[config.mk]
export PLATFORM = sky130hd
export DESIGN_NAME = mycounter_param
export DESIGN_NICKNAME = d
export VERILOG_FILES = /design/src/rtl/mycounter_param.sv
export SDC_FILE = /design/constraint.sdc
export NUM_CORES = 1
export LEC_CHECK = 0
export BUFFER_PORTS_ARGS = -buffer_cell sky130_fd_sc_hd__buf_4
export CAP_MARGIN = 20
export CORE_AREA = 4 4 41 43
export DETAILED_ROUTE_END_ITERATION = 10
export DIE_AREA = 0 0 45 47
export PLACE_DENSITY = 0.64
export SLEW_MARGIN = 20
export SYNTH_ARGS = -nofsm -noshare
export SYNTH_HDL_FRONTEND = slang
export SYNTH_SLANG_ARGS = --single-unit
[constraint.sdc]
create_clock -name CLK -period 2.93 [get_ports CLK]
set_input_delay 0.293 -clock CLK [delete_from_list [all_inputs] [get_ports CLK]]
set_output_delay 0.293 -clock CLK [all_outputs]
set_load 0.02 [all_outputs]
[src/rtl/mycounter_param.sv]
`default_nettype none
// +--------------------------------------------------------------------------+
// | Module   : mycounter_param                                               |
// | Purpose  : Parametrised up/down counter with synchronous clear/load,     |
// |            wrap or saturate at the bounds, terminal-count decode and a   |
// |            registered overflow pulse. Optional en-cycle prescaler.       |
// | Macro    : MYCOUNTER_PRESCALE_EN - when defined, a count step is taken   |
// |            only on every PRESCALE_DIV-th enabled cycle.                  |
// | Ports    : CLK      in  1      rising-edge clock                         |
// |            RST      in  1      asynchronous active-high reset            |
// |            en       in  1      count enable                              |
// |            up_dn    in  1      1: count up, 0: count down                |
// |            clr      in  1      synchronous clear to RESET_VAL            |
// |            load     in  1      synchronous load of load_val (clamped)    |
// |            load_val in  WIDTH  load value                                |
// |            out      out WIDTH  registered count                          |
// |            tc       out 1      terminal count (combinational decode)     |
// |            ovf      out 1      registered one-cycle bound pulse          |
// | Revision : 1.0 - initial release                                         |
// +--------------------------------------------------------------------------+
module mycounter_param #(
  parameter int               WIDTH        = 4,
  parameter logic [WIDTH-1:0] MAX          = {WIDTH{1'b1}},
  parameter int               SATURATE     = 0,
  parameter logic [WIDTH-1:0] RESET_VAL    = '0,
  parameter int               PRESCALE_DIV = 10
) (
  input  logic             CLK,
  input  logic             RST,
  input  logic             en,
  input  logic             up_dn,
  input  logic             clr,
  input  logic             load,
  input  logic [WIDTH-1:0] load_val,
  output logic [WIDTH-1:0] out,
  output logic             tc,
  output logic             ovf
);

  // Elaboration-time parameter sanity checks.
  if ((WIDTH < 1) || (WIDTH > 32)) begin : g_bad_width
    $error("mycounter_param: WIDTH must be 1..32");
  end
  if (RESET_VAL > MAX) begin : g_bad_reset_val
    $error("mycounter_param: RESET_VAL must not exceed MAX");
  end
  if (PRESCALE_DIV < 1) begin : g_bad_prescale
    $error("mycounter_param: PRESCALE_DIV must be >= 1");
  end

  logic [WIDTH-1:0] out_q, out_d;
  logic             ovf_q, ovf_d;
  logic             step_qual;

`ifdef MYCOUNTER_PRESCALE_EN
  localparam int               c_PS_W    = (PRESCALE_DIV > 1) ? $clog2(PRESCALE_DIV) : 1;
  localparam logic [c_PS_W-1:0] c_PS_LAST = c_PS_W'(PRESCALE_DIV - 1);

  logic [c_PS_W-1:0] ps_q, ps_d;
`endif

  always_comb begin
    out_d     = out_q;
    ovf_d     = 1'b0;
    step_qual = 1'b0;
`ifdef MYCOUNTER_PRESCALE_EN
    ps_d      = ps_q;
`endif

    if (clr) begin
      out_d = RESET_VAL;
`ifdef MYCOUNTER_PRESCALE_EN
      ps_d  = '0;
`endif
    end else if (load) begin
      // Out-of-range loads are clamped so out never exceeds MAX.
      out_d = (load_val > MAX) ? MAX : load_val;
`ifdef MYCOUNTER_PRESCALE_EN
      ps_d  = '0;
`endif
    end else if (en) begin
`ifdef MYCOUNTER_PRESCALE_EN
      // Prescaler only advances on enabled cycles; the step fires on its last count.
      if (ps_q == c_PS_LAST) begin
        ps_d      = '0;
        step_qual = 1'b1;
      end else begin
        ps_d      = ps_q + 1'b1;
      end
`else
      step_qual = 1'b1;
`endif
    end

    if (step_qual) begin
      if (up_dn) begin
        if (out_q == MAX) begin
          ovf_d = 1'b1;
          out_d = (SATURATE != 0) ? MAX : '0;
        end else begin
          out_d = out_q + 1'b1;
        end
      end else begin
        if (out_q == '0) begin
          ovf_d = 1'b1;
          out_d = (SATURATE != 0) ? '0 : MAX;
        end else begin
          out_d = out_q - 1'b1;
        end
      end
    end
  end

  always_ff @(posedge CLK or posedge RST) begin
    if (RST) begin
      out_q <= RESET_VAL;
      ovf_q <= 1'b0;
`ifdef MYCOUNTER_PRESCALE_EN
      ps_q  <= '0;
`endif
    end else begin
      out_q <= out_d;
      ovf_q <= ovf_d;
`ifdef MYCOUNTER_PRESCALE_EN
      ps_q  <= ps_d;
`endif
    end
  end

  assign out = out_q;
  assign ovf = ovf_q;
  // Terminal count is the bound in the currently requested direction.
  assign tc  = up_dn ? (out_q == MAX) : (out_q == '0);

endmodule
`default_nettype wire

==> flow_results.xml <==
<?xml version="1.0" encoding="UTF-8"?>
<metrics>
  <group name="flow_run">
    <metric name="timing.max_cap.violations" unit="">0</metric>
  </group>
  <group name="synthesis">
    <metric name="syn_nets" unit="">55</metric>
    <metric name="avgSynthCellArea" unit="µm²">9.02</metric>
    <metric name="synth_seq_area_share" unit="">0.323</metric>
    <metric name="synth_cell_type_count" unit="">22</metric>
    <metric name="netlist_area" unit="µm²">388</metric>
    <metric name="post_synth_inst_count" unit="">43</metric>
    <metric name="yosys_warnings" unit="">0</metric>
    <metric name="ys_seq_elements" unit="">5</metric>
  </group>
  <group name="cells_and_area">
    <metric name="final_nets" unit="">75</metric>
    <metric name="antenna-diode-count" unit="">0</metric>
    <metric name="layout-area-overhead-vs-synth" unit="%">39.4</metric>
    <metric name="leading_cell_type_in_the_layout_fill_and_taps_excluded" unit="">sky130_fd_sc_hd__buf_4</metric>
    <metric name="finalNonFillerCells" unit="">77</metric>
    <metric name="layout.cells.most_common_list" unit="">15 x sky130_fd_sc_hd__buf_4, 6 x sky130_fd_sc_hd__inv_1, 5 x sky130_fd_sc_hd__dfrtp_1</metric>
    <metric name="final_layout_size_suffix_gt1_frac" unit="">0.339</metric>
  </group>
  <group name="routing">
    <metric name="drt-pass1-iter-count" unit="">3</metric>
    <metric name="postRouteWirelength" unit="µm">875</metric>
    <metric name="route.detailed.wl_per_inst" unit="µm">11.4</metric>
    <metric name="drc_errors" unit="">0</metric>
    <metric name="detail_route.iter0.violations" unit="">2</metric>
    <metric name="viasPerCell" unit="">4.69</metric>
    <metric name="ant_nets" unit="">0</metric>
    <metric name="via_total_after_detailed_routing" unit="">361</metric>
  </group>
  <group name="setup_path">
    <metric name="crit_required" unit="ns">2.64</metric>
    <metric name="arrival" unit="ns">1.55</metric>
    <metric name="r2r-end" unit="">out[2]$_DFFE_PP0P_</metric>
    <metric name="worst-path-max-fanout" unit="">6</metric>
    <metric name="endpoint_kind" unit="">output port</metric>
    <metric name="critical_path.reg2reg.startpoint" unit="">out[0]$_DFFE_PP0P_</metric>
    <metric name="crit_path_start_kind" unit="">flip-flop</metric>
    <metric name="rrSetupSlack" unit="ns">1.48</metric>
    <metric name="path_class" unit="">flip-flop to output port</metric>
    <metric name="ff2ff_path_depth" unit="">6</metric>
  </group>
  <group name="hold_path">
    <metric name="hold_path_class" unit="">input pin to flip-flop</metric>
    <metric name="min_path_cells" unit="">2</metric>
    <metric name="hold-path-endpoint" unit="">out[0]$_DFFE_PP0P_</metric>
    <metric name="hold_sp" unit="">clr</metric>
  </group>
  <group name="power_and_ir_drop">
    <metric name="proportion_of_total_power_due_to_net_switching" unit="">0.293</metric>
    <metric name="pwr-share-seq" unit="">0.362</metric>
    <metric name="share_comb_of_total_power" unit="">0.296</metric>
    <metric name="powerDensity" unit="nW/µm²">418</metric>
    <metric name="vdd_ir_drop_max" unit="mV">0.291</metric>
    <metric name="cellInternalPower" unit="µW">160</metric>
    <metric name="switching_power" unit="µW">66.3</metric>
    <metric name="leak" unit="µW">0.000262</metric>
    <metric name="clkPwrFrac" unit="">0.342</metric>
  </group>
  <group name="global_route">
    <metric name="first_global_vias" unit="">387</metric>
    <metric name="wire_length_of_the_first_global_routing_pass" unit="µm">1510</metric>
    <metric name="globalRoute.totalOverflow" unit="">0</metric>
    <metric name="grt_max_degree" unit="">10</metric>
    <metric name="global_router_s_overall_resource_usage" unit="">0.0994</metric>
    <metric name="grt_antenna_before_repair" unit="">0</metric>
  </group>
  <group name="placement">
    <metric name="place.detailed.instances" unit="">72</metric>
    <metric name="post_detail_place_hpwl" unit="µm">704</metric>
    <metric name="io_buffer_count" unit="">15</metric>
    <metric name="routabilityCongestion" unit="">0.740</metric>
  </group>
  <group name="timing">
    <metric name="fin_worst_hold_slack" unit="ns">0.251</metric>
    <metric name="slew-limit-headroom" unit="">0.763</metric>
    <metric name="tns" unit="ns">0</metric>
    <metric name="final-hold-violation-count" unit="">0</metric>
    <metric name="min_period_over_period" unit="">0.630</metric>
    <metric name="fmax" unit="MHz">542</metric>
    <metric name="finalSetupViolCount" unit="">0</metric>
    <metric name="period_minus_slack" unit="ns">1.85</metric>
    <metric name="skew" unit="ns">0.00512</metric>
    <metric name="slew_violations" unit="">0</metric>
    <metric name="rsz_0062_raised_after_global_routing" unit="">no</metric>
    <metric name="max_slew.worst_pin.slew" unit="ns">0.351</metric>
  </group>
  <group name="cts">
    <metric name="clock_path_buffers" unit="">2</metric>
    <metric name="cts_buffers" unit="">3</metric>
    <metric name="cts-root-buf" unit="">sky130_fd_sc_hd__clkbuf_4</metric>
    <metric name="cts.htree.levels" unit="">1</metric>
    <metric name="postCtsResizedCells" unit="">0</metric>
    <metric name="tritoncts_clock_tree" unit="">built</metric>
    <metric name="cts.sinks" unit="">5</metric>
    <metric name="clock_insertion_delay_worst_skew" unit="ns">0.24</metric>
    <metric name="cts.reportedPaths.clkPinSlew" unit="ns">0.04</metric>
  </group>
  <group name="floorplan">
    <metric name="core" unit="µm²">1300</metric>
    <metric name="boundaryPins" unit="">16</metric>
    <metric name="die-area" unit="µm²">2120</metric>
    <metric name="floorplan.die.width" unit="µm">45</metric>
    <metric name="die_height" unit="µm">47</metric>
    <metric name="row_count" unit="">13</metric>
    <metric name="initial_core_utilization" unit="">0.298</metric>
  </group>
  <group name="run_status">
    <metric name="status" unit="">finished clean</metric>
  </group>
</metrics>
through the flow:
stage                     power (µW)  setup slack (ns)  utilization  instance area [µm²]
after global placement           149              1.37        0.388                  504
after detailed placement         149              1.34        0.388                  504
after floorplan                  123              1.01            -                  388
final                            226              1.08        0.415                  541
after global routing             244             0.939        0.415                  541
after CTS                        230              1.06        0.415                  541
routing by layer:
metal,vias to the layer above,share of wire,global-route usage
met5,-,0,0
met4,0,0,0.0702
met3,0,0.077,0.0192
met2,14,0.50,0.167
met1,156,0.43,0.113
li1,191,-,-
registers in the layout (all words and copies together) (netlist names):
| register | flops |
|---|---|
| ovf | 1 |
| out | 4 |
kinds of logic (layout without fill, tap and decap cells):
logic type                 Yosys count  count (layout)  synth area share
DFF                                  5               5             0.323
and+or+nand+nor                     12              12             0.177
muxes                                2               2            0.0548
AOI/OAI and AO/OA                   12              12             0.216
xor gates and xnor gates             3               3            0.0678
buffers and inverters                7              26            0.0968
adders and majority gates            2               2            0.0645
cells in the mapped netlist (all sizes together):
cell type | number | area [µm²]
xnor2 | 3 | 26.3
nor3b | 1 | 7.51
dfrtp | 5 | 125
inv | 6 | 22.5
a31oi | 1 | 6.26
nand2b | 1 | 6.26
mux2 | 1 | 11.3
nand4 | 2 | 12.5
o41ai | 1 | 8.76
or3b | 1 | 8.76
o21ai | 3 | 15.0
o311a | 1 | 10.0
o32ai | 1 | 16.3
mux2i | 1 | 10.0
ha | 2 | 25.0
o21a | 1 | 7.51
a21oi | 4 | 20.0
nor2b | 1 | 6.26
and2b | 1 | 8.76
nor2 | 3 | 11.3
nand2 | 2 | 7.51
buf | 1 | 15.0
critical path, stage by stage (launching register included):
cell and delay (ns):
sky130_fd_sc_hd__dfrtp_1 0.43, sky130_fd_sc_hd__inv_1 0.12, sky130_fd_sc_hd__ha_1 0.20, sky130_fd_sc_hd__inv_1 0.05, sky130_fd_sc_hd__o41ai_1 0.30, sky130_fd_sc_hd__buf_4 0.21
area by class of cell:
class | count | area [µm²]
tap | 15 | 18.8
fill | 140 | 761
timing repair buffer | 16 | 123
multi-input combinational | 31 | 225
sequential | 5 | 125
clock buffer | 4 | 26.3
inverter | 6 | 22.5
worst max-delay path by stage:
stage	to	slack (ns)	startpoint
finish	tc	1.08	out[0]$_DFFE_PP0P_
global route	tc	0.94	out[0]$_DFFE_PP0P_
CTS	tc	1.06	out[0]$_DFFE_PP0P_
detailed placement	tc	1.34	out[0]$_DFFE_PP0P_
global placement	tc	1.37	out[0]$_DFFE_PP0P_
floorplan	ovf$_DFF_PP0_	1.01	out[0]$_DFFE_PP0P_
timing repair:
action | in CTS | in global routing
setup endpoints to repair | 0 | 0
endpoints found under the hold margin | 5 | 0
buffers inserted | 0 | 0
hold buffers | 1 | 0
power groups by stage:
stage | logic [µW] | registers, µW | clock network (µW)
2_1_floorplan | 36.1 | 86.7 | 0
3_3_place_gp | 66.9 | 82.3 | 0
3_5_place_dp | 66.2 | 82.6 | 0
4_1_cts | 67.8 | 81.8 | 80.7
5_1_grt | 74.3 | 82.7 | 87.1
6_report | 67.0 | 81.8 | 77.3
(Power assumes the default switching activity.)
